### config.mk
export PLATFORM = sky130hd
export DESIGN_NAME = control_sequencer_flat
export DESIGN_NICKNAME = d
export VERILOG_FILES = /design/src/rtl/control_sequencer_if.sv /design/src/rtl/control_sequencer.sv /design/src/flat_wrapper.sv
export SDC_FILE = /design/constraint.sdc
export NUM_CORES = 1
export LEC_CHECK = 0
export ABC_AREA = 1
export BUFFER_PORTS_ARGS = -buffer_cell sky130_fd_sc_hd__buf_2
export CAP_MARGIN = 5
export CELL_PAD_IN_SITES_DETAIL_PLACEMENT = 1
export CELL_PAD_IN_SITES_GLOBAL_PLACEMENT = 1
export CORE_MARGIN = 3
export CORE_UTILIZATION = 30
export CTS_BUF_LIST = sky130_fd_sc_hd__clkbuf_8
export DETAILED_ROUTE_END_ITERATION = 8
export PLACE_DENSITY = 0.81
export SLEW_MARGIN = 15
export SYNTH_ARGS = -nofsm -noshare
export SYNTH_HDL_FRONTEND = slang
export SYNTH_SLANG_ARGS = --single-unit
### constraint.sdc
create_clock -name clk -period 1.6 [get_ports clk]
set_input_delay 0.08 -clock clk [delete_from_list [all_inputs] [get_ports clk]]
set_output_delay 0.08 -clock clk [all_outputs]
set_load 0.02 [all_outputs]
### src/rtl/control_sequencer_if.sv
// Control-sequencer bus: opcode, flags and boot strobes in; every datapath
// control line plus step/instr_done debug out.
interface control_sequencer_if #(
    parameter int OPCODE_W = 4,
    parameter int STEPS    = 5
);
    localparam int STEP_W = $clog2(STEPS);

    logic [OPCODE_W-1:0] instruction;
    logic                alu_carry;
    logic                alu_zero;
    logic                boot_en;
    logic                bootload_address;
    logic                bootload_ram;

    logic clk_halt;
    logic pc_inc;
    logic pc_jump;
    logic pc_out;
    logic a_reg_read_from_bus;
    logic a_reg_write_to_bus;
    logic b_reg_read_from_bus;
    logic b_reg_write_to_bus;
    logic i_reg_read_from_bus;
    logic i_reg_write_to_bus;
    logic mar_read_from_bus;
    logic ram_read_from_bus;
    logic ram_write_to_bus;
    logic alu_out;
    logic alu_subtract;
    logic alu_flags_in;
    logic out_en;
    logic boot_write_to_bus;

    logic [STEP_W-1:0] step;
    logic              instr_done;

    modport master (
        input  instruction, alu_carry, alu_zero, boot_en, bootload_address, bootload_ram,
        output clk_halt, pc_inc, pc_jump, pc_out,
        output a_reg_read_from_bus, a_reg_write_to_bus,
        output b_reg_read_from_bus, b_reg_write_to_bus,
        output i_reg_read_from_bus, i_reg_write_to_bus,
        output mar_read_from_bus, ram_read_from_bus, ram_write_to_bus,
        output alu_out, alu_subtract, alu_flags_in,
        output out_en, boot_write_to_bus,
        output step, instr_done
    );

    modport slave (
        output instruction, alu_carry, alu_zero, boot_en, bootload_address, bootload_ram,
        input  clk_halt, pc_inc, pc_jump, pc_out,
        input  a_reg_read_from_bus, a_reg_write_to_bus,
        input  b_reg_read_from_bus, b_reg_write_to_bus,
        input  i_reg_read_from_bus, i_reg_write_to_bus,
        input  mar_read_from_bus, ram_read_from_bus, ram_write_to_bus,
        input  alu_out, alu_subtract, alu_flags_in,
        input  out_en, boot_write_to_bus,
        input  step, instr_done
    );
endinterface

### src/rtl/control_sequencer.sv
// Microcoded T-state control sequencer for the 8-bit CPU with BOOT/RUN/HALT
// modes, optional early instruction end and conditional jumps.
module control_sequencer #(
    parameter int OPCODE_W  = 4,
    parameter int STEPS     = 5,
    parameter int EARLY_END = 1
) (
    input  logic                clk,
    input  logic                rst,
    control_sequencer_if.master bus
);
    localparam int STEP_W = $clog2(STEPS);

    localparam logic [STEP_W-1:0] T0        = '0;
    localparam logic [STEP_W-1:0] T1        = STEP_W'(1);
    localparam logic [STEP_W-1:0] T2        = STEP_W'(2);
    localparam logic [STEP_W-1:0] T3        = STEP_W'(3);
    localparam logic [STEP_W-1:0] T4        = STEP_W'(4);
    localparam logic [STEP_W-1:0] STEP_LAST = STEP_W'(STEPS - 1);

    localparam logic [3:0] OP_NOP = 4'd0;
    localparam logic [3:0] OP_LDA = 4'd1;
    localparam logic [3:0] OP_ADD = 4'd2;
    localparam logic [3:0] OP_SUB = 4'd3;
    localparam logic [3:0] OP_STA = 4'd4;
    localparam logic [3:0] OP_LDI = 4'd5;
    localparam logic [3:0] OP_JMP = 4'd6;
    localparam logic [3:0] OP_JC  = 4'd7;
    localparam logic [3:0] OP_JZ  = 4'd8;
    localparam logic [3:0] OP_OUT = 4'd14;
    localparam logic [3:0] OP_HLT = 4'd15;

    typedef enum logic [1:0] {
        ST_BOOT,
        ST_RUN,
        ST_HALT
    } state_t;

    typedef struct packed {
        logic clk_halt;
        logic pc_inc;
        logic pc_jump;
        logic pc_out;
        logic a_rd;
        logic a_wr;
        logic b_rd;
        logic b_wr;
        logic i_rd;
        logic i_wr;
        logic mar_rd;
        logic ram_rd;
        logic ram_wr;
        logic alu_out;
        logic alu_sub;
        logic alu_flags;
        logic out_en;
        logic boot_wr;
        logic instr_done;
    } ctl_t;

    state_t              r_state;
    state_t              w_state_nxt;
    logic [STEP_W-1:0]   r_step;
    logic [STEP_W-1:0]   w_step_nxt;
    logic [STEP_W-1:0]   w_last_active;
    logic [STEP_W-1:0]   w_last;
    logic [OPCODE_W-1:0] w_upper;
    logic [3:0]          w_op;
    ctl_t                w_ctl;
    ctl_t                w_ctl_out;

    // Any nonzero bit above [3:0] demotes the opcode to NOP.
    assign w_upper = bus.instruction >> 4;
    assign w_op    = (w_upper == '0) ? bus.instruction[3:0] : OP_NOP;

    always_ff @(posedge clk or posedge rst) begin
        if (rst) begin
            r_state <= ST_RUN;
            r_step  <= '0;
        end else begin
            r_state <= w_state_nxt;
            r_step  <= w_step_nxt;
        end
    end

    always_comb begin
        w_last_active = T1;
        case (w_op)
            OP_LDA, OP_STA:                                   w_last_active = T3;
            OP_ADD, OP_SUB:                                   w_last_active = T4;
            OP_LDI, OP_JMP, OP_JC, OP_JZ, OP_OUT, OP_HLT:     w_last_active = T2;
            default:                                          w_last_active = T1;
        endcase
        // HLT never pads: it leaves for HALT straight out of T2.
        w_last = (w_op == OP_HLT || EARLY_END != 0) ? w_last_active : STEP_LAST;
    end

    always_comb begin
        w_ctl       = '0;
        w_state_nxt = r_state;
        w_step_nxt  = r_step;

        case (r_state)
            ST_BOOT: begin
                if (bus.bootload_address) begin
                    w_ctl.boot_wr = 1'b1;
                    w_ctl.mar_rd  = 1'b1;
                end else if (bus.bootload_ram) begin
                    w_ctl.boot_wr = 1'b1;
                    w_ctl.ram_rd  = 1'b1;
                end
                w_step_nxt = '0;
                if (!bus.boot_en) begin
                    w_state_nxt = ST_RUN;
                end
            end

            ST_HALT: begin
                w_ctl.clk_halt = 1'b1;
            end

            default: begin
                w_ctl.instr_done = (r_step == w_last);
                case (r_step)
                    T0: begin
                        w_ctl.pc_out = 1'b1;
                        w_ctl.mar_rd = 1'b1;
                    end
                    T1: begin
                        w_ctl.ram_wr = 1'b1;
                        w_ctl.i_rd   = 1'b1;
                        w_ctl.pc_inc = 1'b1;
                    end
                    T2: begin
                        case (w_op)
                            OP_LDA, OP_ADD, OP_SUB, OP_STA: begin
                                w_ctl.i_wr   = 1'b1;
                                w_ctl.mar_rd = 1'b1;
                            end
                            OP_LDI: begin
                                w_ctl.i_wr = 1'b1;
                                w_ctl.a_rd = 1'b1;
                            end
                            OP_JMP: begin
                                w_ctl.i_wr    = 1'b1;
                                w_ctl.pc_jump = 1'b1;
                            end
                            OP_JC: begin
                                w_ctl.i_wr    = bus.alu_carry;
                                w_ctl.pc_jump = bus.alu_carry;
                            end
                            OP_JZ: begin
                                w_ctl.i_wr    = bus.alu_zero;
                                w_ctl.pc_jump = bus.alu_zero;
                            end
                            OP_OUT: begin
                                w_ctl.a_wr   = 1'b1;
                                w_ctl.out_en = 1'b1;
                            end
                            OP_HLT: w_ctl.clk_halt = 1'b1;
                            default: ;
                        endcase
                    end
                    T3: begin
                        case (w_op)
                            OP_LDA: begin
                                w_ctl.ram_wr = 1'b1;
                                w_ctl.a_rd   = 1'b1;
                            end
                            OP_ADD, OP_SUB: begin
                                w_ctl.ram_wr  = 1'b1;
                                w_ctl.b_rd    = 1'b1;
                                w_ctl.alu_sub = (w_op == OP_SUB);
                            end
                            OP_STA: begin
                                w_ctl.a_wr   = 1'b1;
                                w_ctl.ram_rd = 1'b1;
                            end
                            default: ;
                        endcase
                    end
                    T4: begin
                        if (w_op == OP_ADD || w_op == OP_SUB) begin
                            w_ctl.alu_out   = 1'b1;
                            w_ctl.a_rd      = 1'b1;
                            w_ctl.alu_flags = 1'b1;
                            w_ctl.alu_sub   = (w_op == OP_SUB);
                        end
                    end
                    default: ;
                endcase

                // >= also recovers if the opcode shortens mid-instruction.
                if (w_op == OP_HLT && r_step == T2) begin
                    w_state_nxt = ST_HALT;
                end else if (r_step >= w_last) begin
                    w_step_nxt = '0;
                end else begin
                    w_step_nxt = r_step + STEP_W'(1);
                end
            end
        endcase

        if (bus.boot_en) begin
            w_state_nxt = ST_BOOT;
            w_step_nxt  = '0;
        end
    end

    assign w_ctl_out = rst ? '0 : w_ctl;

    assign bus.clk_halt            = w_ctl_out.clk_halt;
    assign bus.pc_inc              = w_ctl_out.pc_inc;
    assign bus.pc_jump             = w_ctl_out.pc_jump;
    assign bus.pc_out              = w_ctl_out.pc_out;
    assign bus.a_reg_read_from_bus = w_ctl_out.a_rd;
    assign bus.a_reg_write_to_bus  = w_ctl_out.a_wr;
    assign bus.b_reg_read_from_bus = w_ctl_out.b_rd;
    assign bus.b_reg_write_to_bus  = w_ctl_out.b_wr;
    assign bus.i_reg_read_from_bus = w_ctl_out.i_rd;
    assign bus.i_reg_write_to_bus  = w_ctl_out.i_wr;
    assign bus.mar_read_from_bus   = w_ctl_out.mar_rd;
    assign bus.ram_read_from_bus   = w_ctl_out.ram_rd;
    assign bus.ram_write_to_bus    = w_ctl_out.ram_wr;
    assign bus.alu_out             = w_ctl_out.alu_out;
    assign bus.alu_subtract        = w_ctl_out.alu_sub;
    assign bus.alu_flags_in        = w_ctl_out.alu_flags;
    assign bus.out_en              = w_ctl_out.out_en;
    assign bus.boot_write_to_bus   = w_ctl_out.boot_wr;
    assign bus.instr_done          = w_ctl_out.instr_done;
    assign bus.step                = r_step;
endmodule

### src/flat_wrapper.sv
// flat-port wrapper written by rule: the top's interface ports become plain ports
module control_sequencer_flat 
#(
    parameter int OPCODE_W  = 4,
    parameter int STEPS     = 5,
    parameter int EARLY_END = 1
)
  (clk, rst, bus_instruction, bus_alu_carry, bus_alu_zero, bus_boot_en, bus_bootload_address, bus_bootload_ram, bus_clk_halt, bus_pc_inc, bus_pc_jump, bus_pc_out, bus_a_reg_read_from_bus, bus_a_reg_write_to_bus, bus_b_reg_read_from_bus, bus_b_reg_write_to_bus, bus_i_reg_read_from_bus, bus_i_reg_write_to_bus, bus_mar_read_from_bus, bus_ram_read_from_bus, bus_ram_write_to_bus, bus_alu_out, bus_alu_subtract, bus_alu_flags_in, bus_out_en, bus_boot_write_to_bus, bus_step, bus_instr_done);
  control_sequencer_if #(.OPCODE_W(OPCODE_W), .STEPS(STEPS)) bus_i ();
  input  logic clk;
  input  logic rst;
  input wire logic [$bits(bus_i.instruction)-1:0] bus_instruction;
  input wire logic [$bits(bus_i.alu_carry)-1:0] bus_alu_carry;
  input wire logic [$bits(bus_i.alu_zero)-1:0] bus_alu_zero;
  input wire logic [$bits(bus_i.boot_en)-1:0] bus_boot_en;
  input wire logic [$bits(bus_i.bootload_address)-1:0] bus_bootload_address;
  input wire logic [$bits(bus_i.bootload_ram)-1:0] bus_bootload_ram;
  output wire logic [$bits(bus_i.clk_halt)-1:0] bus_clk_halt;
  output wire logic [$bits(bus_i.pc_inc)-1:0] bus_pc_inc;
  output wire logic [$bits(bus_i.pc_jump)-1:0] bus_pc_jump;
  output wire logic [$bits(bus_i.pc_out)-1:0] bus_pc_out;
  output wire logic [$bits(bus_i.a_reg_read_from_bus)-1:0] bus_a_reg_read_from_bus;
  output wire logic [$bits(bus_i.a_reg_write_to_bus)-1:0] bus_a_reg_write_to_bus;
  output wire logic [$bits(bus_i.b_reg_read_from_bus)-1:0] bus_b_reg_read_from_bus;
  output wire logic [$bits(bus_i.b_reg_write_to_bus)-1:0] bus_b_reg_write_to_bus;
  output wire logic [$bits(bus_i.i_reg_read_from_bus)-1:0] bus_i_reg_read_from_bus;
  output wire logic [$bits(bus_i.i_reg_write_to_bus)-1:0] bus_i_reg_write_to_bus;
  output wire logic [$bits(bus_i.mar_read_from_bus)-1:0] bus_mar_read_from_bus;
  output wire logic [$bits(bus_i.ram_read_from_bus)-1:0] bus_ram_read_from_bus;
  output wire logic [$bits(bus_i.ram_write_to_bus)-1:0] bus_ram_write_to_bus;
  output wire logic [$bits(bus_i.alu_out)-1:0] bus_alu_out;
  output wire logic [$bits(bus_i.alu_subtract)-1:0] bus_alu_subtract;
  output wire logic [$bits(bus_i.alu_flags_in)-1:0] bus_alu_flags_in;
  output wire logic [$bits(bus_i.out_en)-1:0] bus_out_en;
  output wire logic [$bits(bus_i.boot_write_to_bus)-1:0] bus_boot_write_to_bus;
  output wire logic [$bits(bus_i.step)-1:0] bus_step;
  output wire logic [$bits(bus_i.instr_done)-1:0] bus_instr_done;
  assign bus_i.instruction = bus_instruction;
  assign bus_i.alu_carry = bus_alu_carry;
  assign bus_i.alu_zero = bus_alu_zero;
  assign bus_i.boot_en = bus_boot_en;
  assign bus_i.bootload_address = bus_bootload_address;
  assign bus_i.bootload_ram = bus_bootload_ram;
  assign bus_clk_halt = bus_i.clk_halt;
  assign bus_pc_inc = bus_i.pc_inc;
  assign bus_pc_jump = bus_i.pc_jump;
  assign bus_pc_out = bus_i.pc_out;
  assign bus_a_reg_read_from_bus = bus_i.a_reg_read_from_bus;
  assign bus_a_reg_write_to_bus = bus_i.a_reg_write_to_bus;
  assign bus_b_reg_read_from_bus = bus_i.b_reg_read_from_bus;
  assign bus_b_reg_write_to_bus = bus_i.b_reg_write_to_bus;
  assign bus_i_reg_read_from_bus = bus_i.i_reg_read_from_bus;
  assign bus_i_reg_write_to_bus = bus_i.i_reg_write_to_bus;
  assign bus_mar_read_from_bus = bus_i.mar_read_from_bus;
  assign bus_ram_read_from_bus = bus_i.ram_read_from_bus;
  assign bus_ram_write_to_bus = bus_i.ram_write_to_bus;
  assign bus_alu_out = bus_i.alu_out;
  assign bus_alu_subtract = bus_i.alu_subtract;
  assign bus_alu_flags_in = bus_i.alu_flags_in;
  assign bus_out_en = bus_i.out_en;
  assign bus_boot_write_to_bus = bus_i.boot_write_to_bus;
  assign bus_step = bus_i.step;
  assign bus_instr_done = bus_i.instr_done;
  control_sequencer #(.OPCODE_W(OPCODE_W), .STEPS(STEPS), .EARLY_END(EARLY_END)) u_core (.clk(clk), .rst(rst), .bus(bus_i));
endmodule
==> run_results.csv, run 1 <==
group,metric,value,unit
die,fp.dieH,57.10,um
place,pre_cts_slack,0.003744,ns
place,gp_congestion,0.8072,
synth,yosysWarningCount,0,
grt,grt.busiest_layer,"met2",
grt,grt_pass1_vias,999,
sta,skew,0.001846,ns
grt,grtUsageMet1,18.02,%
die,rows,17,
grt,grtUsageMet2,34.58,%
setup_path,startpoint_type,"flip-flop",
grt,met3_usage,2.489,%
route,post_drt_wl_per_cell,17.07,um
die,die_w,57.10,um
sta,finalCritPeriodShare,104.6,%
synth,avgSynthCellArea,6.072,um2
cells_and_area,diodes,0,
synth,syn_inst,129,
run,max_cap_viol_count,0,
synth,async_reset_ff_share,100.0,%
setup_path,arrival,1.59,ns
clocking,cts.reportedPaths.clkPinSlew,0.03,ns
place,dp.cells,186,
cells_and_area,multiInputGateArea,653.1,um2
cells_and_area,layout.cells.non_filler,200,
pwr,power.leakage,0.6374,nW
route,drc,0,
pwr,power_density,488.9,mW/mm2
route,via_per_inst,5.070,
setup_path,worstSetupEndpointType,"output pin",
synth,syn_area,783.3,um2
route,routed_wl,3.414,mm
sta,rsz0062_at_grt,"true",
grt,globalRouteOverflowTotal,0,
grt,grt.total_usage,17.70,%
clocking,cts_buffers,3,
synth,synthFlopType,"dfrtp_1",
hold_path,hp-class,"primary input to flip-flop",
grt,grt_pass1_wl,4.540,mm
clocking,cts_tree,"built",
cells_and_area,syn2layout_area_growth,57.99,%
route,firstDrtPassIters,4,
grt,antenna_found_initial,0,
sta,setup_viol,3,
outcome,status,"finished, violations left",
clocking,clock_sinks,5,
route,drt_first_iter_violations,18,
setup_path,critPathMaxFanout,5,
grt,grt_max_degree,9,
synth,syn_nets,148,
place,dp_hpwl,2.211,mm
sta,hold_slack,0.02472,ns
synth,netlist.area_leader.share,14.86,%
die,die-area,0.003260,mm2
synth,yosys.area.top_type,"nand2_1",
sta,maxSlewViolCount,0,
clocking,cts_max_level,1,
sta,max_freq,0.5976,GHz
outcome,violations,"negative setup slack",
cells_and_area,nets,192,
setup_path,path_class,"flip-flop to output pin",
pwr,p_total,0.6050,mW
route,vias,1014,
place,io_buffers,31,
synth,seq_area_frac_synth,16.13,%
synth,ys_ff_latch,5,
setup_path,worstPathRequired,1.52,ns
clocking,cts-root-buf,"clkbuf_8",
synth,post-synth-top-count-cell,"nand2_1",
synth,yosys-top-cells-count,"nand2_1 (31), nor2_1 (18), inv_1 (14)",
synth,post_synth_num_cell_types,26,
sta,setup_slack,-0.07347,ns
synth,synth-edff-count,0,
die,initial_core_util,33.48,%
die,ios,33,
route,postRouteAntennaNets,0,
clocking,clk-insertion-delay-late,0.22,ns
cells_and_area,drive_above_1_share,52.33,%
pwr,peakVddDrop,0.4355,mV
cells_and_area,nFillCells,334,
clocking,clock_path_buffers,2,
sta,hold_violations,0,
cells_and_area,regArea,130.1,um2
sta,period_minus_slack,1.673,ns
die,core_area,0.002340,mm2
synth,yosys-top-cells-area,"nand2_1 (15%), dfrtp_1 (13%), ha_1 (13%)",
[cells in the final DEF, fill, tap and decap left out, types with 4 or more instances in the layout]
cell type	Yosys	final
nand2_2	4	8
nor2_1	18	17
nor2_2	4	4
ha_4	0	4
inv_2	6	6
buf_2	1	21
inv_1	14	11
buf_4	3	20
nand3_1	8	7
nor2_4	3	4
nand2_1	31	26
[path summary, 6_finish.rpt]
check | from | to | slack [ns] | cells past startpoint
worst max-delay path | u_core.bus.step[0]$_DFFE_PP0P_ | bus_a_reg_read_from_bus | -0.07 | 7
worst min-delay path | bus_boot_en | u_core.r_state[0]$_DFFE_PP1P_ | 0.02 | 2
worst max register to register | u_core.bus.step[0]$_DFFE_PP0P_ | u_core.bus.step[2]$_DFFE_PP0P_ | 0.12 | 9
worst min register to register | u_core.r_state[1]$_DFFE_PP0P_ | u_core.r_state[1]$_DFFE_PP0P_ | 0.54 | 2
max in group asynchronous | rst | u_core.r_state[0]$_DFFE_PP1P_ | 1.02 | 3
min in group asynchronous | rst | u_core.bus.step[2]$_DFFE_PP0P_ | 0.36 | 3
[metrics by stage]
stage / util, % / TNS [ns] / cell area (um2)
detailed placement: 41.02 / 0 / 959.7
global route: 52.89 / -0.8449 / 1237
finish: 52.89 / -0.1502 / 1237
floorplan: - / 0 / 785.8
CTS: 45.83 / -0.02891 / 1072
global placement: 41.02 / 0 / 959.7
[registers in the layout, summed over array words and instances (netlist names)]
name	count
u_core.r_state	2
u_core.bus.step	3
[layer usage]
| layer | vias up | routed length, um | part of all wire [%] |
|---|---|---|---|
| met5 | - | 0 | 0 |
| met2 | 26 | 1874 | 55 |
| met1 | 490 | 1332 | 39 |
| met4 | 0 | 83 | 2.4 |
| li1 | 488 | - | - |
| met3 | 10 | 124 | 3.6 |
[critical path: stages (launching register included)]
cell and delay, ns:
dfrtp_2 0.44, inv_4 0.10, ha_2 0.21, nand2_4 0.09
nand3_1 0.13, nand2_1 0.09, nor2_1 0.15, buf_4 0.16
[area by class of cell]
cell class              instances  area share, %
flip-flops and latches          5          10.52
repair buffers                 44          23.26
multi-input cells              99          52.78
inverters                      20          6.977
well taps                      28          2.831
clock inverters                 1         0.3033
clock buffers                   3          3.337
[power breakdown]
group / internal [mW] / total (mW) / switching, mW / leakage [nW]
Sequential: 0.134 / 0.141 / 0.00776 / 0.0611
Combinational: 0.0859 / 0.240 / 0.154 / 0.549
Clock: 0.164 / 0.224 / 0.0596 / 0.0269
Total: 0.384 / 0.605 / 0.221 / 0.637
[cell families after synthesis]
group / after synthesis / share of synthesized area [%]
simple gates: 77 / 46.80
flops: 5 / 16.14
other cells: 1 / 0.4788
buf+inv: 25 / 14.54
compound gates: 13 / 9.267
fa+ha+maj: 8 / 12.78
[repair_timing]
| item | CTS | global route |
|---|---|---|
| setup endpoints to repair | 8 | 13 |
| setup buffers | 4 | 5 |
| resized for setup | 11 | 34 |
| pin swaps | 3 | 7 |
| endpoints found under the hold margin | 4 | 0 |
| hold buffers | 1 | 0 |
| cloned | 0 | 0 |
No activity file was read; power rests on OpenSTA's default activity.
==> run 2: changes to the inputs <==
CTS_CLUSTER_DIAMETER = 40   (was unset)
MAX_ROUTING_LAYER = met4   (was unset)
==> run_results.csv, run 2 (synthesized netlist as in run 1, its figures left out) <==
group,metric,value,unit
setup_path,worstPathRequired,1.52,ns
setup_path,cp_cell_sequence,"inv_4, ha_2, nand2_4, nand3_1, nand2_1, nor2_1, buf_4",
sta,fin_tns_setup,-0.1501,ns
pwr,p_total,0.6051,mW
clocking,cts-root-buf,"clkbuf_8",
die,ios,33,
pwr,p_int,0.3839,mW
cells_and_area,final_cell_mix,"nand2_1 (26), buf_2 (21), buf_4 (20)",
cells_and_area,nFillCells,334,
setup_path,critPathSlowestCell,"dfrtp_2",
sta,hold_slack,0.02472,ns
setup_path,cp_top_family,"simple AND/OR/NAND/NOR gates",
die,initial_core_util,33.48,%
die,core_area,0.002340,mm2
sta,setup_slack,-0.07347,ns
route,post_drt_wl_per_cell,17.08,um
cells_and_area,multiInputGateArea,653.1,um2
setup_path,worstSetupEndpointType,"output pin",
setup_path,arrival,1.59,ns
sta,max_freq,0.5976,GHz
sta,rsz0062_at_grt,"true",
clocking,cts.reportedPaths.clkPinSlew,0.03,ns
route,drt_first_iter_violations,18,
cells_and_area,postLayoutCoreUtil,52.89,%
outcome,status,"finished, violations left",
pwr,power.leakage,0.6374,nW
pwr,switchingPower,0.2212,mW
grt,grt.total_usage,18.28,%
cells_and_area,final_common_cell,"nand2_1",
setup_path,path_class,"flip-flop to output pin",
cells_and_area,diodes,0,
pwr,seqPwrFrac,23.4,%
pwr,power_density,489.0,mW/mm2
cells_and_area,final_area,0.001237,mm2
setup_path,startpoint_type,"flip-flop",
route,postRouteAntennaNets,0,
place,place_area,959.7,um2
clocking,clock_sinks,5,
sta,skew,0.001843,ns
grt,grt_max_degree,9,
clocking,cts_tree,"built",
clocking,cts_buffers,3,
die,die-area,0.003260,mm2
cells_and_area,largest_reg_flops,3,
clocking,clock_path_buffers,2,
die,fp.dieH,57.10,um
die,die_w,57.10,um
pwr,switching_share,36.55,%
sta,setup_viol,3,
sta,period_minus_slack,1.673,ns
grt,grt_pass1_wl,4.554,mm
cells_and_area,nets,192,
place,dp_hpwl,2.211,mm
route,via_per_inst,5.070,
grt,antenna_found_initial,0,
grt,globalRouteOverflowTotal,0,
pwr,peakVddDrop,0.4354,mV
route,firstDrtPassIters,4,
place,io_buffers,31,
sta,maxSlewViolCount,0,
run,max_cap_viol_count,0,
cells_and_area,regArea,130.1,um2
route,routed_wl,3.415,mm
route,drc,0,
cells_and_area,syn2layout_area_growth,57.99,%
grt,grt_pass1_vias,997,
route,vias,1014,
pwr,p_comb_share,39.6,%
outcome,violations,"negative setup slack",
pwr,p_clk_share,37.0,%
clocking,cts_max_level,1,
setup_path,critPathMaxFanout,5,
sta,finalCritPeriodShare,104.6,%
hold_path,hp-class,"primary input to flip-flop",
cells_and_area,drive_above_1_share,52.33,%
place,gp_congestion,0.8190,
clocking,clk-insertion-delay-late,0.22,ns
setup_path,crit_buf_inv,2,
sta,hold_violations,0,
setup_path,max_stage_delay,0.44,ns
die,rows,17,
## run 2: cell counts in the layout (fill, tap and decap cells not counted)
Identical to the previous run, type by type.
## run 2: layout make-up
type                            instances  share of cell area [%]
Clock buffer                            3                   3.337
Clock inverter                          1                  0.3033
Inverter                               20                   6.977
Multi-Input combinational cell         99                   52.78
Sequential cell                         5                   10.52
Tap cell                               28                   2.831
Timing Repair Buffer                   44                   23.26
## run 2: timing repair
item,CTS,global route
cloned,0,0
hold endpoints to repair,4,0
buffers inserted,4,5
hold buffers,1,0
resized for setup,11,34
setup endpoints to repair,8,13
pin swaps,3,7
## run 2: through the flow
stage,std cells,setup slack (ns)
4_1_cts,195,-0.02891
3_3_place_gp,186,0.08715
3_5_place_dp,186,0.003744
2_1_floorplan,129,0.03139
6_report,200,-0.07347
5_1_grt,200,-0.1574
## run 2: power groups by stage
stage	Sequential, mW	Clock [mW]	Combinational, mW
2_1_floorplan	0.143	0	0.120
3_3_place_gp	0.141	0	0.176
3_5_place_dp	0.141	0	0.183
4_1_cts	0.139	0.233	0.194
5_1_grt	0.142	0.248	0.260
6_report	0.141	0.224	0.240
## run 2: worst reg2reg max path, stage by stage (launching register included)
cell     delay (ns)
dfrtp_2        0.42
inv_4          0.07
ha_1           0.32
inv_1          0.10
nand2_1        0.06
nand2_1        0.06
nand2_1        0.09
nor2_1         0.13
nor2_1         0.06
nor2_1         0.10
## run 2: final timing paths
kind                                                     start                        endpoint  slack (ns)  cells past startpoint
worst max-delay path            u_core.bus.step[0]$_DFFE_PP0P_         bus_a_reg_read_from_bus       -0.07                      7
worst min-delay path                               bus_boot_en   u_core.r_state[0]$_DFFE_PP1P_        0.02                      2
worst max register to register  u_core.bus.step[0]$_DFFE_PP0P_  u_core.bus.step[2]$_DFFE_PP0P_        0.12                      9
worst min register to register   u_core.r_state[1]$_DFFE_PP0P_   u_core.r_state[1]$_DFFE_PP0P_        0.54                      2
max in group asynchronous                                  rst   u_core.r_state[0]$_DFFE_PP1P_        1.02                      3
min in group asynchronous                                  rst  u_core.bus.step[2]$_DFFE_PP0P_        0.36                      3
## run 2: routing by layer
metal / share of wire, % / global-route usage, % / up-vias
li1: - / - / 488
met1: 40 / 18.70 / 490
met2: 55 / 34.58 / 26
met3: 2.8 / 1.584 / 10
met4: 2.4 / 8.609 / 0
met5: 0 / - / -
==> run 3: changes to the inputs <==
CORE_UTILIZATION = 32   (was 30)
PLACE_DENSITY = 0.85   (was 0.81)
==> run_results.csv, run 3 (synthesized netlist as in run 1, its figures left out) <==
group,metric,value,unit
route,drc,0,
hold_path,holdCritStartpoint,"bus_boot_en",
clocking,clk-insertion-delay-late,0.22,ns
cells_and_area,final_area,0.001161,mm2
clocking,cts_buffers,3,
route,via_per_inst,4.955,
sta,hold_violations,0,
route,postRouteAntennaNets,0,
pwr,seqPwrFrac,23.8,%
grt,grt.total_usage,17.11,%
cells_and_area,syn2layout_area_growth,48.24,%
setup_path,critPathSlowestCell,"dfrtp_2",
run,max_cap_viol_count,0,
clocking,clock_path_buffers,2,
clocking,cts-root-buf,"clkbuf_8",
clocking,clock_sinks,5,
hold_path,hold_end,"u_core.r_state[0]$_DFFE_PP1P_",
die,die-area,0.003077,mm2
sta,maxSlewViolCount,0,
die,rows,17,
place,gp_congestion,0.8173,
sta,rsz0062_at_grt,"true",
clocking,cts.reportedPaths.clkPinSlew,0.04,ns
place,io_buffers,31,
route,drt_first_iter_violations,28,
grt,grt_max_degree,9,
sta,skew,0.003737,ns
pwr,p_int,0.3783,mW
route,firstDrtPassIters,4,
grt,grt_pass1_wl,4.209,mm
pwr,peakVddDrop,0.4957,mV
cells_and_area,final_common_cell,"nand2_1",
setup_path,worstReg2RegEnd,"u_core.bus.step[2]$_DFFE_PP0P_",
setup_path,path_class,"flip-flop to output pin",
sta,period_minus_slack,1.646,ns
cells_and_area,nets,191,
pwr,switching_share,35.39,%
outcome,status,"finished, violations left",
setup_path,r2r_cells,8,
grt,antenna_found_initial,0,
sta,finalCritPeriodShare,102.9,%
die,ios,33,
setup_path,arrival,1.57,ns
setup_path,cp_cell_sequence,"buf_4, ha_4, ha_4, a31oi_1, nor3_1, buf_4",
cells_and_area,final_cell_mix,"nand2_1 (29), buf_2 (26), nor2_1 (17)",
sta,setup_slack,-0.04584,ns
grt,grt.busiest_layer,"met2",
setup_path,rrSetupSlack,0.23,ns
die,die_w,55.48,um
place,place_area,959.7,um2
grt,grtUsageMet2,32.26,%
route,vias,986,
sta,max_freq,0.6076,GHz
grt,met3_usage,1.636,%
setup_path,critPathMaxFanout,4,
setup_path,worstSetupEndpointType,"output pin",
die,core_area,0.002276,mm2
outcome,violations,"negative setup slack",
cells_and_area,largest_reg_flops,3,
route,post_drt_wl_per_cell,13.75,um
pwr,p_clk_share,39.3,%
clocking,cts_max_level,1,
setup_path,rr_startpoint,"u_core.bus.step[2]$_DFFE_PP0P_",
clocking,cts_tree,"built",
cells_and_area,diodes,0,
pwr,power_density,504.2,mW/mm2
die,initial_core_util,34.41,%
hold_path,hp-class,"primary input to flip-flop",
setup_path,worstPathRequired,1.52,ns
route,routed_wl,2.737,mm
grt,grt_pass1_vias,971,
pwr,p_total,0.5855,mW
cells_and_area,drive_above_1_share,46.20,%
grt,grtUsageMet1,17.94,%
setup_path,startpoint_type,"flip-flop",
pwr,switchingPower,0.2072,mW
pwr,p_comb_share,36.9,%
grt,globalRouteOverflowTotal,0,
hold_path,hold_depth,2,
pwr,power.leakage,0.6429,nW
sta,setup_viol,3,
die,fp.dieH,55.48,um
setup_path,max_stage_delay,0.42,ns
place,dp_hpwl,1.966,mm
## run 3: cell count changes in the layout (fill, tap and decap cells not counted), sizes merged
cell and change:
clkinvlp -1, inv +1, buf -1
## run 3: critical path: cells and delay by family (launching register included)
kind / cells / cell delay (ns)
buffers and inverters: 2 / 0.32
AO/OA/AOI/OAI: 1 / 0.19
flip-flops: 1 / 0.42
adder cells (fa/ha/maj): 2 / 0.34
AND/OR/NAND/NOR: 1 / 0.07
## run 3: how the worst max path moves through the flow
| stage | from | to | slack, ns | cells after the start |
|---|---|---|---|---|
| 3_5_place_dp | bus_instruction[1] | u_core.bus.step[2]$_DFFE_PP0P_ | 0.03 | 13 |
| 5_1_grt | u_core.bus.step[1]$_DFFE_PP0P_ | bus_a_reg_read_from_bus | -0.10 | 9 |
| 3_3_place_gp | bus_instruction[1] | u_core.bus.step[2]$_DFFE_PP0P_ | 0.08 | 13 |
| 2_1_floorplan | u_core.bus.step[1]$_DFFE_PP0P_ | bus_alu_subtract | 0.03 | 4 |
| 4_1_cts | u_core.r_state[0]$_DFFE_PP1P_ | bus_i_reg_write_to_bus | 0.004 | 7 |
| 6_report | u_core.bus.step[0]$_DFFE_PP0P_ | bus_alu_subtract | -0.05 | 6 |
## run 3: repair_timing
action                                 in CTS  in global routing
resized for setup                          12                 11
endpoints found under the hold margin       4                  0
setup endpoints to repair                   9                 12
hold buffers                                1                  0
setup buffers                               3                  5
pin swaps                                   1                  1
## run 3: area by class of cell
type                    count  area (um2)
inverters                  20       75.07
fillers                   317        1115
flip-flops and latches      5       128.9
multi-input cells          99       604.3
well taps                  28       35.03
clock buffers               3       41.29
repair buffers             43       272.8
clock inverters             1       3.754
## run 3: through the flow
stage | TNS [ns] | worst slack, ns | hold WS [ns] | instances | utilization (%)
6_report | -0.07292 | -0.04584 | 0.01986 | 199 | 51.02
5_1_grt | -0.5440 | -0.1042 | 0.03897 | 199 | 51.02
4_1_cts | 0 | 0.003893 | 0.01827 | 194 | 47.50
3_5_place_dp | 0 | 0.03099 | 0.04358 | 186 | 42.17
3_3_place_gp | 0 | 0.08106 | 0.04455 | 186 | 42.17
2_1_floorplan | 0 | 0.03139 | -0.1255 | 129 | -
## run 3: power by group through the flow
stage	registers (mW)	logic, mW	clock network (mW)
3_5_place_dp	0.141	0.181	0
3_3_place_gp	0.141	0.176	0
4_1_cts	0.139	0.197	0.233
5_1_grt	0.140	0.237	0.244
2_1_floorplan	0.143	0.120	0
6_report	0.139	0.216	0.230
## run 3: metal layers
metal / wire length (um) / vias to the layer above
met5: 0 / -
met4: 72 / 0
met3: 92 / 9
met2: 1469 / 23
met1: 1102 / 467
li1: - / 487
